## src/rtl/cb_map_pkg.sv

```systemverilog
// Shared select encodings, injection FSM states and lane-slice helper for the CB port-B router.
// Latency: none (definitions only).
// Backpressure: none (definitions only).
package cb_map_pkg;

    // Group field of CB_dinb_sel
    localparam logic [2:0] GRP_IDLE   = 3'b000;
    localparam logic [2:0] GRP_C      = 3'b001;
    localparam logic [2:0] GRP_XYXITA = 3'b101;
    localparam logic [2:0] GRP_LXLY   = 3'b110;

    // Direction field of CB_dinb_sel
    localparam logic [1:0] DIR_IDLE = 2'b00;
    localparam logic [1:0] DIR_POS  = 2'b01;
    localparam logic [1:0] DIR_NEG  = 2'b10;
    localparam logic [1:0] DIR_NEW  = 2'b11;

    // Scalar injection sequencer states
    typedef enum logic {
        ST_IDLE = 1'b0,
        ST_INJ  = 1'b1
    } inj_state_t;

    // Low bit position of a lane inside a flat lane vector
    function automatic int lane_lo(input int lane, input int dw);
        return lane * dw;
    endfunction

endpackage

```

## src/rtl/cb_lane_permute.sv

```systemverilog
// Combinational X-lane to L-lane map for the POS, NEG and NEW directions, with lane mask.
// Latency: 0 cycles (pure combinational).
// Backpressure: none; the caller decides when the result is registered.
module cb_lane_permute
    import cb_map_pkg::*;
#(
    parameter int X       = 4,
    parameter int L       = 4,
    parameter int RSA_DW  = 32,
    parameter int SLOT_DW = 1
) (
    input  logic [1:0]          dir,
    input  logic [SLOT_DW-1:0]  slot,
    input  logic [X*RSA_DW-1:0] c_vec,
    output logic [L*RSA_DW-1:0] data,
    output logic [L-1:0]        mask,
    output logic                slot_err
);

    // Lanes that both sides actually have
    localparam int NPOS = (X < L) ? X : L;

    // Route source lanes to destination lanes; unused lanes stay zero with mask cleared
    always_comb begin : permute
        int lo;
        data     = '0;
        mask     = '0;
        slot_err = 1'b0;
        lo       = 2 * int'(slot);
        case (dir)
            DIR_POS: begin
                for (int j = 0; j < NPOS; j++) begin
                    data[lane_lo(j, RSA_DW) +: RSA_DW] = c_vec[lane_lo(j, RSA_DW) +: RSA_DW];
                    mask[j] = 1'b1;
                end
            end
            DIR_NEG: begin
                for (int j = 0; j < NPOS; j++) begin
                    data[lane_lo(L-1-j, RSA_DW) +: RSA_DW] = c_vec[lane_lo(j, RSA_DW) +: RSA_DW];
                    mask[L-1-j] = 1'b1;
                end
            end
            DIR_NEW: begin
                // A landmark pair needs both lanes of its slot to exist
                if (lo + 1 >= L) begin
                    slot_err = 1'b1;
                end else begin
                    data[lane_lo(lo, RSA_DW) +: RSA_DW]     = c_vec[0 +: RSA_DW];
                    data[lane_lo(lo + 1, RSA_DW) +: RSA_DW] = c_vec[RSA_DW +: RSA_DW];
                    mask[lo]     = 1'b1;
                    mask[lo + 1] = 1'b1;
                end
            end
            default: begin
                data = '0;
            end
        endcase
    end

endmodule

```

## src/rtl/cb_dinb_router.sv

```systemverilog
// Registered router of RSA result vectors and sequenced robot/landmark scalars onto CB port-B lanes.
// Latency: 1 cycle from din_valid/inj_start to dout_valid; injection emits one beat per cycle.
// Backpressure: none downstream; while busy, inj_start is ignored and din_valid beats are dropped with err_sel.
module cb_dinb_router
    import cb_map_pkg::*;
#(
    parameter int X       = 4,
    parameter int L       = 4,
    parameter int RSA_DW  = 32,
    parameter int SEL_DW  = 5,
    parameter int SLOT_DW = 1
) (
    input  logic                clk,
    input  logic                sys_rst,
    input  logic [SEL_DW-1:0]   CB_dinb_sel,
    input  logic                din_valid,
    input  logic [X*RSA_DW-1:0] C_CB_dinb,
    input  logic [SLOT_DW-1:0]  lk_slot,
    input  logic                state_ld,
    input  logic [RSA_DW-1:0]   x_hat,
    input  logic [RSA_DW-1:0]   y_hat,
    input  logic [RSA_DW-1:0]   xita_hat,
    input  logic [RSA_DW-1:0]   lkx_hat,
    input  logic [RSA_DW-1:0]   lky_hat,
    input  logic                inj_start,
    output logic                busy,
    output logic [L*RSA_DW-1:0] CB_dinb,
    output logic                dout_valid,
    output logic [L-1:0]        dout_lane_mask,
    output logic                err_sel
);

    localparam int LW = (L > 1) ? $clog2(L) : 1;

    logic [2:0] grp;
    logic [1:0] dir;
    logic       lk_bad;

    assign grp    = 3'(CB_dinb_sel[SEL_DW-1:2]);
    assign dir    = CB_dinb_sel[1:0];
    assign lk_bad = (2 * int'(lk_slot) + 1) >= L;

    // Combinational lane map for C-group beats
    logic [L*RSA_DW-1:0] perm_data;
    logic [L-1:0]        perm_mask;
    logic                perm_slot_err;

    cb_lane_permute #(
        .X       (X),
        .L       (L),
        .RSA_DW  (RSA_DW),
        .SLOT_DW (SLOT_DW)
    ) u_permute (
        .dir      (dir),
        .slot     (lk_slot),
        .c_vec    (C_CB_dinb),
        .data     (perm_data),
        .mask     (perm_mask),
        .slot_err (perm_slot_err)
    );

    // Shadow state, injection snapshot and sequencer state
    logic [RSA_DW-1:0] sh_x, sh_y, sh_xita, sh_lkx, sh_lky;
    logic [RSA_DW-1:0] snap1, snap2;
    logic [LW-1:0]     inj_base;
    logic [1:0]        inj_last;
    inj_state_t        state, state_nx;
    logic [1:0]        cnt, cnt_nx;

    // Sequencer decode
    logic              start_xy, start_lk;
    logic              beat_vld;
    logic [LW-1:0]     beat_lane;
    logic [RSA_DW-1:0] beat_val;
    logic              c_take;
    logic              fsm_err;

    // Output assembly
    logic                dat_ld;
    logic [L*RSA_DW-1:0] dat_nx;
    logic                vld_nx;
    logic [L-1:0]        mask_nx;
    logic                c_err;

    assign busy = (state == ST_INJ);

    // Shadow registers follow state_ld every cycle, independent of the sequencer
    always_ff @(posedge clk or posedge sys_rst) begin
        if (sys_rst) begin
            sh_x    <= '0;
            sh_y    <= '0;
            sh_xita <= '0;
            sh_lkx  <= '0;
            sh_lky  <= '0;
        end else if (state_ld) begin
            sh_x    <= x_hat;
            sh_y    <= y_hat;
            sh_xita <= xita_hat;
            sh_lkx  <= lkx_hat;
            sh_lky  <= lky_hat;
        end
    end

    // Snapshot the remaining beats at start so later state_ld or sel changes cannot disturb them
    always_ff @(posedge clk or posedge sys_rst) begin
        if (sys_rst) begin
            snap1    <= '0;
            snap2    <= '0;
            inj_base <= '0;
            inj_last <= '0;
        end else if (start_xy) begin
            snap1    <= sh_y;
            snap2    <= sh_xita;
            inj_base <= '0;
            inj_last <= 2'd2;
        end else if (start_lk) begin
            snap1    <= sh_lky;
            snap2    <= '0;
            inj_base <= LW'(2 * int'(lk_slot));
            inj_last <= 2'd1;
        end
    end

    // Sequencer state and beat counter
    always_ff @(posedge clk or posedge sys_rst) begin
        if (sys_rst) begin
            state <= ST_IDLE;
            cnt   <= '0;
        end else begin
            state <= state_nx;
            cnt   <= cnt_nx;
        end
    end

    // Next state, beat selection and drop/illegal detection
    always_comb begin
        state_nx  = state;
        cnt_nx    = cnt;
        start_xy  = 1'b0;
        start_lk  = 1'b0;
        beat_vld  = 1'b0;
        beat_lane = '0;
        beat_val  = '0;
        c_take    = 1'b0;
        fsm_err   = 1'b0;
        case (state)
            ST_IDLE: begin
                if (inj_start) begin
                    // Injection wins over a same-cycle C beat
                    if (din_valid) fsm_err = 1'b1;
                    if (grp == GRP_XYXITA && L >= 3) begin
                        start_xy  = 1'b1;
                        beat_lane = '0;
                        beat_val  = sh_x;
                    end else if (grp == GRP_LXLY && !lk_bad) begin
                        start_lk  = 1'b1;
                        beat_lane = LW'(2 * int'(lk_slot));
                        beat_val  = sh_lkx;
                    end else begin
                        fsm_err = 1'b1;
                    end
                    if (start_xy || start_lk) begin
                        beat_vld = 1'b1;
                        state_nx = ST_INJ;
                        cnt_nx   = 2'd1;
                    end
                end else if (din_valid) begin
                    c_take = 1'b1;
                end
            end
            ST_INJ: begin
                if (din_valid) fsm_err = 1'b1;
                // One extra cycle after the last beat keeps busy aligned with dout_valid
                if (cnt > inj_last) begin
                    state_nx = ST_IDLE;
                    cnt_nx   = '0;
                end else begin
                    beat_vld  = 1'b1;
                    beat_lane = inj_base + LW'(cnt);
                    beat_val  = (cnt == 2'd1) ? snap1 : snap2;
                    cnt_nx    = cnt + 2'd1;
                end
            end
            default: begin
                state_nx = ST_IDLE;
                cnt_nx   = '0;
            end
        endcase
    end

    // Build the next output beat from either an injection beat or a C-group beat
    always_comb begin
        dat_ld  = 1'b0;
        dat_nx  = '0;
        vld_nx  = 1'b0;
        mask_nx = '0;
        c_err   = 1'b0;
        if (beat_vld) begin
            dat_ld = 1'b1;
            dat_nx[lane_lo(int'(beat_lane), RSA_DW) +: RSA_DW] = beat_val;
            mask_nx[beat_lane] = 1'b1;
            vld_nx = 1'b1;
        end else if (c_take) begin
            // Every accepted C-path select rewrites the lanes, zeros when nothing legal is routed
            dat_ld = 1'b1;
            if (grp == GRP_C) begin
                if (perm_slot_err) begin
                    c_err = 1'b1;
                end else begin
                    dat_nx  = perm_data;
                    mask_nx = perm_mask;
                    vld_nx  = (dir != DIR_IDLE);
                end
            end else begin
                c_err = (grp != GRP_IDLE);
            end
        end
    end

    // Output registers; CB_dinb holds when no beat is taken
    always_ff @(posedge clk or posedge sys_rst) begin
        if (sys_rst) begin
            CB_dinb        <= '0;
            dout_valid     <= 1'b0;
            dout_lane_mask <= '0;
            err_sel        <= 1'b0;
        end else begin
            if (dat_ld) CB_dinb <= dat_nx;
            dout_valid     <= vld_nx;
            dout_lane_mask <= mask_nx;
            err_sel        <= fsm_err | c_err;
        end
    end

endmodule

```

## config.mk

```make
export PLATFORM = sky130hd
export DESIGN_NAME = cb_dinb_router
export DESIGN_NICKNAME = d
export VERILOG_FILES = /design/src/rtl/cb_map_pkg.sv /design/src/rtl/cb_lane_permute.sv /design/src/rtl/cb_dinb_router.sv
export SDC_FILE = /design/constraint.sdc
export NUM_CORES = 1
export LEC_CHECK = 0
export CELL_PAD_IN_SITES_DETAIL_PLACEMENT = 0
export CELL_PAD_IN_SITES_GLOBAL_PLACEMENT = 1
export CORE_ASPECT_RATIO = 1.4
export CORE_UTILIZATION = 41
export DETAILED_ROUTE_END_ITERATION = 6
export PLACE_DENSITY_LB_ADDON = 0.1
export SYNTH_ARGS = -nofsm -noshare
export SYNTH_HDL_FRONTEND = slang
export SYNTH_SLANG_ARGS = --single-unit
```

## constraint.sdc

```tcl
create_clock -name clk -period 37 [get_ports clk]
set_input_delay 7.4 -clock clk [delete_from_list [all_inputs] [get_ports clk]]
set_output_delay 7.4 -clock clk [all_outputs]
set_load 0.02 [all_outputs]
```

Word-level counts from Yosys, hierarchy flattened
Index checks and enable logic that the tools add are counted.
{"block": "totals", "register_bits": 365, "input_bits": 299, "output_inout_bits": 135, "word_cells": 136}
{"block": "classes", "addsub": 6, "order_cmp": 8, "n_eq_ne": 9, "shift": 6, "muxes": 76, "bitwise_logic": 5, "n_reduce_logical": 11}
{"cell": "$mux W128", "count": 5}
{"cell": "$pmux W128 S3", "count": 1}
{"cell": "$shift A32 B33 Y128 const A", "count": 3}
{"cell": "$shiftx A32 B33 Y128", "count": 3}
{"cell": "$mux W32", "count": 9}
{"cell": "$and A128 B128 Y128", "count": 2}
{"cell": "$bwmux W128", "count": 1}
{"cell": "$neg A7 Y33", "count": 2}
{"cell": "$pmux W32 S2", "count": 1}
{"cell": "$mux W1", "count": 35}
{"cell": "$neg A32 Y33", "count": 1}
{"cell": "$ge A32 B1 Y1 const B", "count": 1}
{"cell": "$lt A32 B4 Y1 const B", "count": 1}
{"cell": "$mux W2", "count": 11}
{"cell": "$mux W4", "count": 5}
{"cell": "$pmux W2 S2", "count": 2}
{"cell": "$pmux W4 S2", "count": 1}
{"cell": "$eq A3 B3 Y1 const B", "count": 2}
{"cell": "$lt A2 B3 Y1 const B", "count": 2}
{"cell": "$demux W1 S2", "count": 2}
{"cell": "$eq A2 B1 Y1 const B", "count": 2}
{"cell": "$eq A2 B2 Y1 const B", "count": 2}
{"cell": "$ge A2 B1 Y1 const B", "count": 2}
{"cell": "$logic_and A1 B1 Y1", "count": 4}
{"cell": "other kinds (18)", "count": 21}

Logic depth before layout (Yosys ltp)
Gate-level depths: netlist of the first run.
{"block": "depth", "word_depth": 14, "mapped_depth": 14, "depth_no_buf": 12}

Modules after synthesis
A second synthesis of the first run with hierarchy kept.
{"block": "hier_totals", "cells_unflattened": 1594, "area_unflattened_um2": 17858.4}
{"module": "cb_dinb_router", "instances": 1, "cells_each": 1341, "area_each_um2": 15970.3, "seq_area_each_um2": 9108.7}
{"module": "cb_lane_permute", "instances": 1, "cells_each": 253, "area_each_um2": 1888.1, "seq_area_each_um2": 0.0}

Worst setup path before layout of the first run
No wires, ideal clock.
{"block": "synth_timing", "path_type": "in2reg", "start": "in CB_dinb_sel[4]", "end": "reg CB_dinb[10]", "setup_ps": 77, "arrival_ps": 9768, "slack_ps": 27155, "stages": 12, "path_buffers": 4, "cell_sequence": "and3b_1 buf_4 and2_1 buf_4 buf_4 a22oi_1 ha_1 or3_1 o32ai_4 buf_6 a22oi_1 a21oi_1"}
{"block": "synth_between", "elab_chain_cells": 11}
{"item": "start, declared", "line": "cb_dinb_router.sv:15", "text": "input logic [SEL_DW-1:0] CB_dinb_sel,"}
{"item": "parallel branches: the longest is 11 deep, another holds $neg A7 Y33"}
{"item": "end signal, assigned", "line": "cb_dinb_router.sv:228", "text": "if (dat_ld) CB_dinb <= dat_nx;"}
{"item": "end, declared", "line": "cb_dinb_router.sv:27", "text": "output logic [L*RSA_DW-1:0] CB_dinb,"}
Parallel ways; which one is timed is not known. The select of a mux whose other input is x is not followed.
A chain may end at the register's enable or synchronous reset.

Worst setup path after layout of the first run
{"block": "layout_timing", "start": "in CB_dinb_sel[4]", "end": "reg CB_dinb[48]"}
Same word-level chain as after synthesis.

==> reports/results.ini, run 1 <==
[global_routing]
grt_max_degree=142
antenna_found_initial=11
grt_pass1_wl_mm=84.4
grt.met2_usage_pct=41.1
grt_overflow=0
busiest_layer=met2
grt_pass1_vias=14106
grtUsageMet3_pct=4.68
grt_use_total_pct=25.4
grt_use_met1_pct=33.6

[critical_path]
reg2reg_slack_ps=32340
crit_chain=clkdlybuf4s50_1, and3b_2, nand2_4, nand3_4, buf_4, buf_4, a31oi_1
cp_slowest_cell=buf_4
crit_path_end_kind=register
slowest_delay_ps=870
arrival_ps=11910
cp_max_fo=100
worstSetupPathType=in2reg
critPathRequiredTime_ps=37360
cp-start-kind=primary input
crit_top_cell=buf_4

[yosys]
syn-cell-area_um2=17400
synth_top_cell_area_share_pct=52.3
ys_seq_area_share_pct=52.3
syn_avg_cell_area_um2=10.6
synth-seq-cells=364
syn-instance-count=1644
synth_top_area_cell=dfrtp_1
synth_cell_types=45
synth-warning-count=0
synth_nets=1954
yosys-top-cells-area=dfrtp_1 (52%), mux2_2 (8.5%), a22o_1 (4.9%), a21oi_1 (4.7%), nor2_1 (4.3%)

[cts]
cts_root_buffer=clkbuf_16
numCtsBuffers=38
cts_max_level=2
cts_resized=0
clock_latency_ps=540
tritoncts=yes
cts.reportedPaths.clkPinSlew_ps=60
post_cts_buffers=0
hold_buffers=0
clkSinkCount=364
cts.path.max_buffers=3

[cells_and_area]
final_cell_mix=clkdlybuf4s50_1 (432), dfrtp_1 (364), nor2_1 (200)
final_core_util_pct=55.2
nets=2299
syn_to_final_growth_pct=33.0
layout_commonest_cell=clkdlybuf4s50_1
drive_gt1_share_pct=12.6
n_fill_cell=3766

[routing]
via_per_inst=5.69
dr.pass1.iters=7
postRouteAntennaNets=0
avgRoutedWirePerCell_um=21.8
drt_iter0_drc=1499
drc=5
vias=14615
drt_wl_total_mm=55.9

[sta]
max_slew_margin_pct=16.4
hold_viol=0
period_needed_ps=11550
rsz0062_at_grt=no
fmax_ghz=0.0866
tns_ps=0
fin_hold_ws_ps=479
setup_viol=0
fin_worst_skew_ps=21.3
worst_pin_slew_ps=1250
timing.final.crit_share_pct=31.2
drv_slew=0

[outcome]
violations=design-rule violations
status=finished with violations

[hold_path]
worstHoldPathType=reg2reg

[pwr]
peakVddDrop_uv=32.4
power_uw=1630
power.density_nw_per_um2=70.4
leakage_uw=0.00929

[die]
die_h_um=246
dieArea_um2=43300
coreArea_um2=42000
io_pins=434
start_util_pct=41.5
dieWidth_um=176
num_rows=89

[job]
maxCapViolCount=0

[placement]
hpwl_mm=38.3
port_buffers=433
gp_congestion=0.889

-- worst max-delay path, delay by kind of cell --
family | cells | cell delay (ps)
compound gates | 1 | 190
buf+inv | 3 | 2130
simple gates | 3 | 2090
-- final timing paths --
kind / start / to / cells past startpoint
max in group asynchronous: sys_rst / sh_lkx[22]$_DFFE_PP0P_ / 3
worst max-delay path: CB_dinb_sel[4] / CB_dinb[48]$_DFFE_PP0P_ / 7
min in group asynchronous: sys_rst / sh_y[1]$_DFFE_PP0P_ / 2
worst min-delay path: sh_y[3]$_DFFE_PP0P_ / snap1[3]$_DFFE_PP0P_ / 2
worst min register to register: sh_y[3]$_DFFE_PP0P_ / snap1[3]$_DFFE_PP0P_ / 2
worst max register to register: busy$_DFF_PP0_ / CB_dinb[48]$_DFFE_PP0P_ / 6
-- state kept, by name, indices dropped and copies added (netlist names), 4 cells and up --
| register | cells |
|---|---|
| snap2 | 32 |
| sh_lkx | 32 |
| sh_xita | 32 |
| dout_lane_mask | 4 |
| sh_lky | 32 |
| sh_y | 32 |
| sh_x | 32 |
| snap1 | 32 |
| CB_dinb | 128 |
-- through the flow --
step	std cells	setup WS (ps)	area, um2
2_1_floorplan	1644	19500	17400
3_3_place_gp	2495	25050	22000
3_5_place_dp	2495	24980	22000
4_1_cts	2560	25540	23100
5_1_grt	2567	25140	23200
6_report	2568	25450	23200
-- logic make-up after synthesis --
kind of cell    after synthesis  share of synthesized area [%]
mux                         195                           12.1
simple gates                389                           9.11
compound gates              496                           20.7
buf+inv                     187                           4.79
flops                       364                           52.3
fa+ha+maj                    11                          0.790
xor+xnor                      2                          0.144
-- cell usage after synthesis, drive strengths merged --
library cell,count
or2,1
nand3b,1
o221ai,29
buf,63
mux2i,64
o21ai,66
nor2,201
and3,1
and2b,1
a22oi,36
nor2b,3
and3b,1
nand4,1
a21oi,164
or3,1
a21o,1
a31oi,33
inv,40
ha,11
xor2,2
o22ai,5
nand3,34
mux2,131
clkbuf,84
a22o,97
nor3,3
and2,3
nand2b,2
dfrtp,364
o32ai,1
a222oi,64
nand2,136
-- routing by layer --
layer	vias to the layer above	share of wire, %
li1	6698	-
met2	628	48
met5	-	0.077
met3	98	7.3
met1	7185	41
met4	6	3.0
-- power by group --
group	internal [uW]	total (uW)	switching, uW
sequential	521	598	77.4
clock	206	365	158
combinational	284	667	383
-- final cells by class --
| class | count | area (um2) | share of cell area, % |
|---|---|---|---|
| Clock inverter | 9 | 71.3 | 0.308 |
| Sequential cell | 364 | 9110 | 39.3 |
| Inverter | 40 | 158 | 0.681 |
| Multi-Input combinational cell | 1093 | 7540 | 32.6 |
| Antenna cell | 8 | 20.0 | 0.0864 |
| Tap cell | 546 | 683 | 2.95 |
| Timing Repair Buffer | 452 | 4480 | 19.3 |
| Clock buffer | 56 | 1100 | 4.75 |
Note: power is estimated with default switching activity, not from simulation.
==> run 2: changes to the inputs <==
--- a/config.mk
+++ b/config.mk
@@ -8,7 +8,7 @@
 export CELL_PAD_IN_SITES_DETAIL_PLACEMENT = 0
 export CELL_PAD_IN_SITES_GLOBAL_PLACEMENT = 1
 export CORE_ASPECT_RATIO = 1.4
-export CORE_UTILIZATION = 41
+export CORE_UTILIZATION = 35
 export DETAILED_ROUTE_END_ITERATION = 6
 export PLACE_DENSITY_LB_ADDON = 0.1
 export SYNTH_ARGS = -nofsm -noshare
==> constraint.sdc (replaced) <==
create_clock -name clk -period 9.3 [get_ports clk]
set_input_delay 1.86 -clock clk [delete_from_list [all_inputs] [get_ports clk]]
set_output_delay 1.86 -clock clk [all_outputs]
set_load 0.02 [all_outputs]
==> run 2 against run 1 <==
Compared with the run above: the flow now finishes without violations; first-iteration DRC count shrank 20%; critical path depth grew 3; die area grew 17%; clock skew shrank 4.5 ps; worst hold slack gained 4.6 ps; via count shrank 0.65%; flip-flop and latch count is the same; register-to-register slack lost 27000 ps; clock power grew to 4.4 times the previous value; global-route usage shrank 3.0 points; final cell count grew 3.5%; largest cell class unchanged.
==> reports/results.ini, run 2 (same netlist as run 1, synthesis figures left out) <==
[cts]
cts_root_buffer=clkbuf_16
cts.reportedPaths.clkPinSlew_ps=60
cts.path.max_buffers=3
cts_max_level=2
numCtsBuffers=40
post_cts_buffers=0
clkSinkCount=364
hold_buffers=0
cts_resized=0
clock_latency_ps=540
tritoncts=yes

[sta]
rsz0062_at_grt=no
timing.final.crit_share_pct=56.0
hold_viol=0
period_needed_ps=5200
setup_viol=0
fmax_ghz=0.192
fin_hold_ws_ps=484
worst_pin_slew_ps=1200
drv_slew=0
fin_worst_skew_ps=16.8
max_slew_margin_pct=19.8
tns_ps=0

[routing]
dr.pass1.iters=7
drc=0
postRouteAntennaNets=0
drt_iter0_drc=1199
drt_wl_total_mm=58.0
avgRoutedWirePerCell_um=21.8
vias=14520
via_per_inst=5.46

[critical_path]
reg2reg_slack_ps=5440
arrival_ps=5650
crit_path_end_kind=register
cp_max_fo=33
cp-start-kind=primary input
rr_endpoint=CB_dinb[82]$_DFFE_PP0P_
r2r-start=busy$_DFF_PP0_
worstSetupPathType=in2reg
r2r_cells=9
critPathRequiredTime_ps=9740

[cells_and_area]
largest_register_ffs=128
final_cell_mix=clkdlybuf4s50_1 (432), dfrtp_1 (364), nor2_1 (200)
stdcell_count=2658
regArea_um2=9110
syn_to_final_growth_pct=34.6
n_fill_cell=4691
drive_gt1_share_pct=13.1
nets=2300
top_register=CB_dinb
multi_input_area_um2=7540
layout_commonest_cell=clkdlybuf4s50_1

[hold_path]
worstHoldPathType=reg2reg
hold_depth=2
holdPathEnd=snap1[21]$_DFFE_PP0P_
min_from=sh_y[21]$_DFFE_PP0P_

[placement]
placed_cells=2585
gp_congestion=0.865
port_buffers=433
hpwl_mm=39.1

[outcome]
status=finished, final reports clean

[die]
num_rows=96
dieWidth_um=191
start_util_pct=35.5
io_pins=434
die_h_um=266
coreArea_um2=49100
dieArea_um2=50700

[pwr]
leakage_uw=0.00939
power_uw=6660
power.density_nw_per_um2=284
peakVddDrop_uv=364

[global_routing]
grt_pass1_wl_mm=86.7
grt_pass1_vias=14213
grt_max_degree=257
grt_overflow=0
antenna_found_initial=8
grt_use_total_pct=22.3

[job]
maxCapViolCount=0

==> run 2: changes by cell type in the layout (fill, tap and decap cells not counted), sizes merged <==
| cell | previous run | this run |
|---|---|---|
| clkbuf | 56 | 61 |
| buf | 20 | 19 |
| bufinv | 0 | 1 |
| clkinvlp | 0 | 1 |
| clkinv | 9 | 7 |
| diode | 8 | 2 |
| inv | 40 | 41 |
==> run 2: through the flow <==
step / utilization (%) / worst slack (ps) / instance area (um2)
floorplan: - / 2560 / 17400
global placement: 45.0 / 3650 / 22100
detailed placement: 45.0 / 3540 / 22100
CTS: 47.7 / 4090 / 23400
global route: 47.7 / 3870 / 23500
finish: 47.7 / 4100 / 23500
==> run 2: how the worst max path moves through the flow <==
stage	from	to	slack [ps]	cells past startpoint
6_report	CB_dinb_sel[4]	CB_dinb[82]$_DFFE_PP0P_	4100	10
5_1_grt	CB_dinb_sel[4]	CB_dinb[82]$_DFFE_PP0P_	3870	10
4_1_cts	CB_dinb_sel[4]	CB_dinb[82]$_DFFE_PP0P_	4090	10
3_5_place_dp	CB_dinb_sel[4]	CB_dinb[84]$_DFFE_PP0P_	3540	10
3_3_place_gp	CB_dinb_sel[4]	CB_dinb[86]$_DFFE_PP0P_	3650	10
2_1_floorplan	sys_rst	CB_dinb[0]$_DFFE_PP0P_	2560	1
==> run 2: area by class of cell <==
type	count	share of cell area (%)
sequential	364	38.8
timing repair buffer	451	19.2
tap	637	3.40
clock buffer	61	5.29
antenna	2	0.0213
clock inverter	10	0.411
multi-input combinational	1093	32.2
inverter	40	0.656
==> run 2: worst max-delay path, stage by stage <==
cell and delay (ps):
clkdlybuf4s50_1 560, and3b_2 710, and2_2 290, a22oi_1 130, ha_1 430, nand3b_1 170, nand2b_1 210, o22ai_4 870
a21oi_1 190, a21oi_1 180
==> run 2: report_power, final <==
group	internal, uW	total [uW]	switching, uW
clock	948	1610	660
sequential	2070	2370	297
combinational	1140	2680	1540
==> run 2: metal layers <==
metal	GRT usage, %	wire [um]	vias to the layer above	share of wire, %
met5	0	65	-	0.11
met1	30.0	24700	7123	43
li1	-	-	6702	-
met4	7.18	1670	10	2.9
met3	4.00	3950	98	6.8
met2	36.3	27600	587	48
==> run 3: changes to the inputs <==
--- a/config.mk
+++ b/config.mk
@@ -8,7 +8,7 @@
 export CELL_PAD_IN_SITES_DETAIL_PLACEMENT = 0
 export CELL_PAD_IN_SITES_GLOBAL_PLACEMENT = 1
 export CORE_ASPECT_RATIO = 1.4
-export CORE_UTILIZATION = 35
+export CORE_UTILIZATION = 38
 export DETAILED_ROUTE_END_ITERATION = 6
 export PLACE_DENSITY_LB_ADDON = 0.1
 export SYNTH_ARGS = -nofsm -noshare
==> constraint.sdc (replaced) <==
create_clock -name clk -period 4.8 [get_ports clk]
set_input_delay 0.96 -clock clk [delete_from_list [all_inputs] [get_ports clk]]
set_output_delay 0.96 -clock clk [all_outputs]
set_load 0.02 [all_outputs]
==> run 3 against run 2 <==
Compared with the run above: the run now ends with design-rule violations left; total power is 89% higher; combinational power is 94% higher; clock power is 74% higher; first-iteration DRC count is 15% higher; cell area is 0.10% lower; clock skew is 8.7 ps higher; register-to-register slack worse by 4000 ps; sequential power is 95% higher; via count is 0.27% higher; sequential share of layout area hardly changed; utilization is 4.2 points higher; largest cell class unchanged; largest power group unchanged.
==> reports/results.ini, run 3 (same netlist as run 1, synthesis figures left out) <==
[critical_path]
crit_path_end_kind=register
critPathRequiredTime_ps=5240
reg2reg_slack_ps=1480
arrival_ps=3920
crit_top_cell=a22oi_1
cp_slowest_cell=clkdlybuf4s50_1
cp_max_fo=32
slowest_delay_ps=490
worstSetupPathType=in2reg
cp-start-kind=primary input
crit_chain=clkdlybuf4s50_1, and3b_1, and2_2, a22oi_1, ha_1, or3_1, o32ai_4, buf_4, a22oi_1, a21oi_1

[hold_path]
worstHoldPathType=reg2reg

[placement]
port_buffers=433
hpwl_mm=39.5
preCtsSetupSlack_ps=804
placed_cells=2573
gp_congestion=0.875

[sta]
fin_worst_skew_ps=25.5
drv_slew=0
worst_pin_slew_ps=1040
fin_hold_ws_ps=480
max_slew_margin_pct=30.8
rsz0062_at_grt=no
postLayoutSetupSlackWorst_ps=1320
timing.final.crit_share_pct=72.5
fmax_ghz=0.287
hold_viol=0
setup_viol=0
period_needed_ps=3480

[global_routing]
grt_pass1_wl_mm=86.7
grt_overflow=0
grt_max_degree=121
grt_pass1_vias=14376
antenna_found_initial=5
grt_use_total_pct=23.9

[cts]
hold_buffers=0
cts_max_level=2
cts_resized=0
clock_latency_ps=540
clkSinkCount=364
tritoncts=yes
cts.reportedPaths.clkPinSlew_ps=60
cts.path.max_buffers=3
cts_root_buffer=clkbuf_16
post_cts_buffers=0
numCtsBuffers=39

[die]
die_h_um=255
io_pins=434
start_util_pct=38.6
dieWidth_um=183
coreArea_um2=45100
dieArea_um2=46700
num_rows=92

[routing]
highest_layer=met5
via_per_inst=5.51
drt_wl_total_mm=56.3
vias=14559
met2_length_mm=27.3
avgRoutedWirePerCell_um=21.3
drc=9
wl_met3_mm=3.68
drt-met1-wl_mm=23.8
postRouteAntennaNets=0
drt_iter0_drc=1378
dr.pass1.iters=7

[pwr]
leakage_uw=0.00939
switching_share_pct=38.0
peakVddDrop_uv=270
power.density_nw_per_um2=538
combPwrFrac_pct=41.2
p_int_uw=7820
clock_power_share_pct=22.2
seq_power_share_pct=36.6
p_sw_uw=4790
power_uw=12600

[cells_and_area]
syn_to_final_growth_pct=34.5
n_fill_cell=4149
final_cell_mix=clkdlybuf4s50_1 (432), dfrtp_1 (364), nor2_1 (200)
largest_register_ffs=128
nets=2313
top_register=CB_dinb
drive_gt1_share_pct=13.1
regArea_um2=9110
multi_input_area_um2=7540
layout_commonest_cell=clkdlybuf4s50_1
stdcell_count=2642

[outcome]
violations=design-rule violations
status=finished with violations

[job]
maxCapViolCount=0

[run 3: metrics by stage]
| step | instance area [um2] | utilization, % | setup TNS, ps |
|---|---|---|---|
| after floorplan | 17400 | - | -379370 |
| after global placement | 22300 | 49.4 | 0 |
| after detailed placement | 22300 | 49.4 | 0 |
| after CTS | 23400 | 51.9 | 0 |
| after global routing | 23400 | 51.9 | 0 |
| final | 23400 | 51.9 | 0 |
[run 3: area by class of cell]
class / count / share of cell area [%]
inverter: 40 / 0.657
multi-input combinational: 1093 / 32.2
sequential: 364 / 38.9
clock inverter: 11 / 0.358
tap: 611 / 3.26
timing repair buffer: 465 / 20.1
antenna: 2 / 0.0214
clock buffer: 56 / 4.57
[run 3: power groups by stage]
| stage | sequential [uW] | clock, uW | combinational (uW) |
|---|---|---|---|
| after global routing | 4720 | 3000 | 5640 |
| after detailed placement | 4670 | 0 | 5220 |
| after CTS | 4620 | 2890 | 5240 |
| final | 4610 | 2800 | 5190 |
| after floorplan | 5140 | 0 | 2450 |
| after global placement | 4650 | 0 | 5140 |
[run 3: worst max-delay path: cells and delay by family]
| kind | cells | cell delay [ps] |
|---|---|---|
| and+or+nand+nor | 3 | 850 |
| adders and majority gates | 1 | 360 |
| AOI/OAI and AO/OA | 4 | 800 |
| buffers and inverters | 2 | 920 |
[run 3: path summary, 6_finish.rpt]
| path | from | to | cells past startpoint |
|---|---|---|---|
| max in group asynchronous | sys_rst | snap2[17]$_DFFE_PP0P_ | 3 |
| hold / removal | sh_y[1]$_DFFE_PP0P_ | snap1[1]$_DFFE_PP0P_ | 2 |
| min in group asynchronous | sys_rst | CB_dinb[2]$_DFFE_PP0P_ | 2 |
| hold reg to reg | sh_y[1]$_DFFE_PP0P_ | snap1[1]$_DFFE_PP0P_ | 2 |
| setup reg to reg | cnt[0]$_DFFE_PP0P_ | CB_dinb[28]$_DFFE_PP0P_ | 11 |
| setup / recovery | CB_dinb_sel[4] | CB_dinb[28]$_DFFE_PP0P_ | 10 |
[run 3: per-layer routing]
| layer | up-vias | GRT usage, % |
|---|---|---|
| met2 | 597 | 39.0 |
| met4 | 6 | 8.03 |
| met3 | 85 | 3.72 |
| li1 | 6732 | - |
| met5 | - | 0 |
| met1 | 7139 | 32.2 |
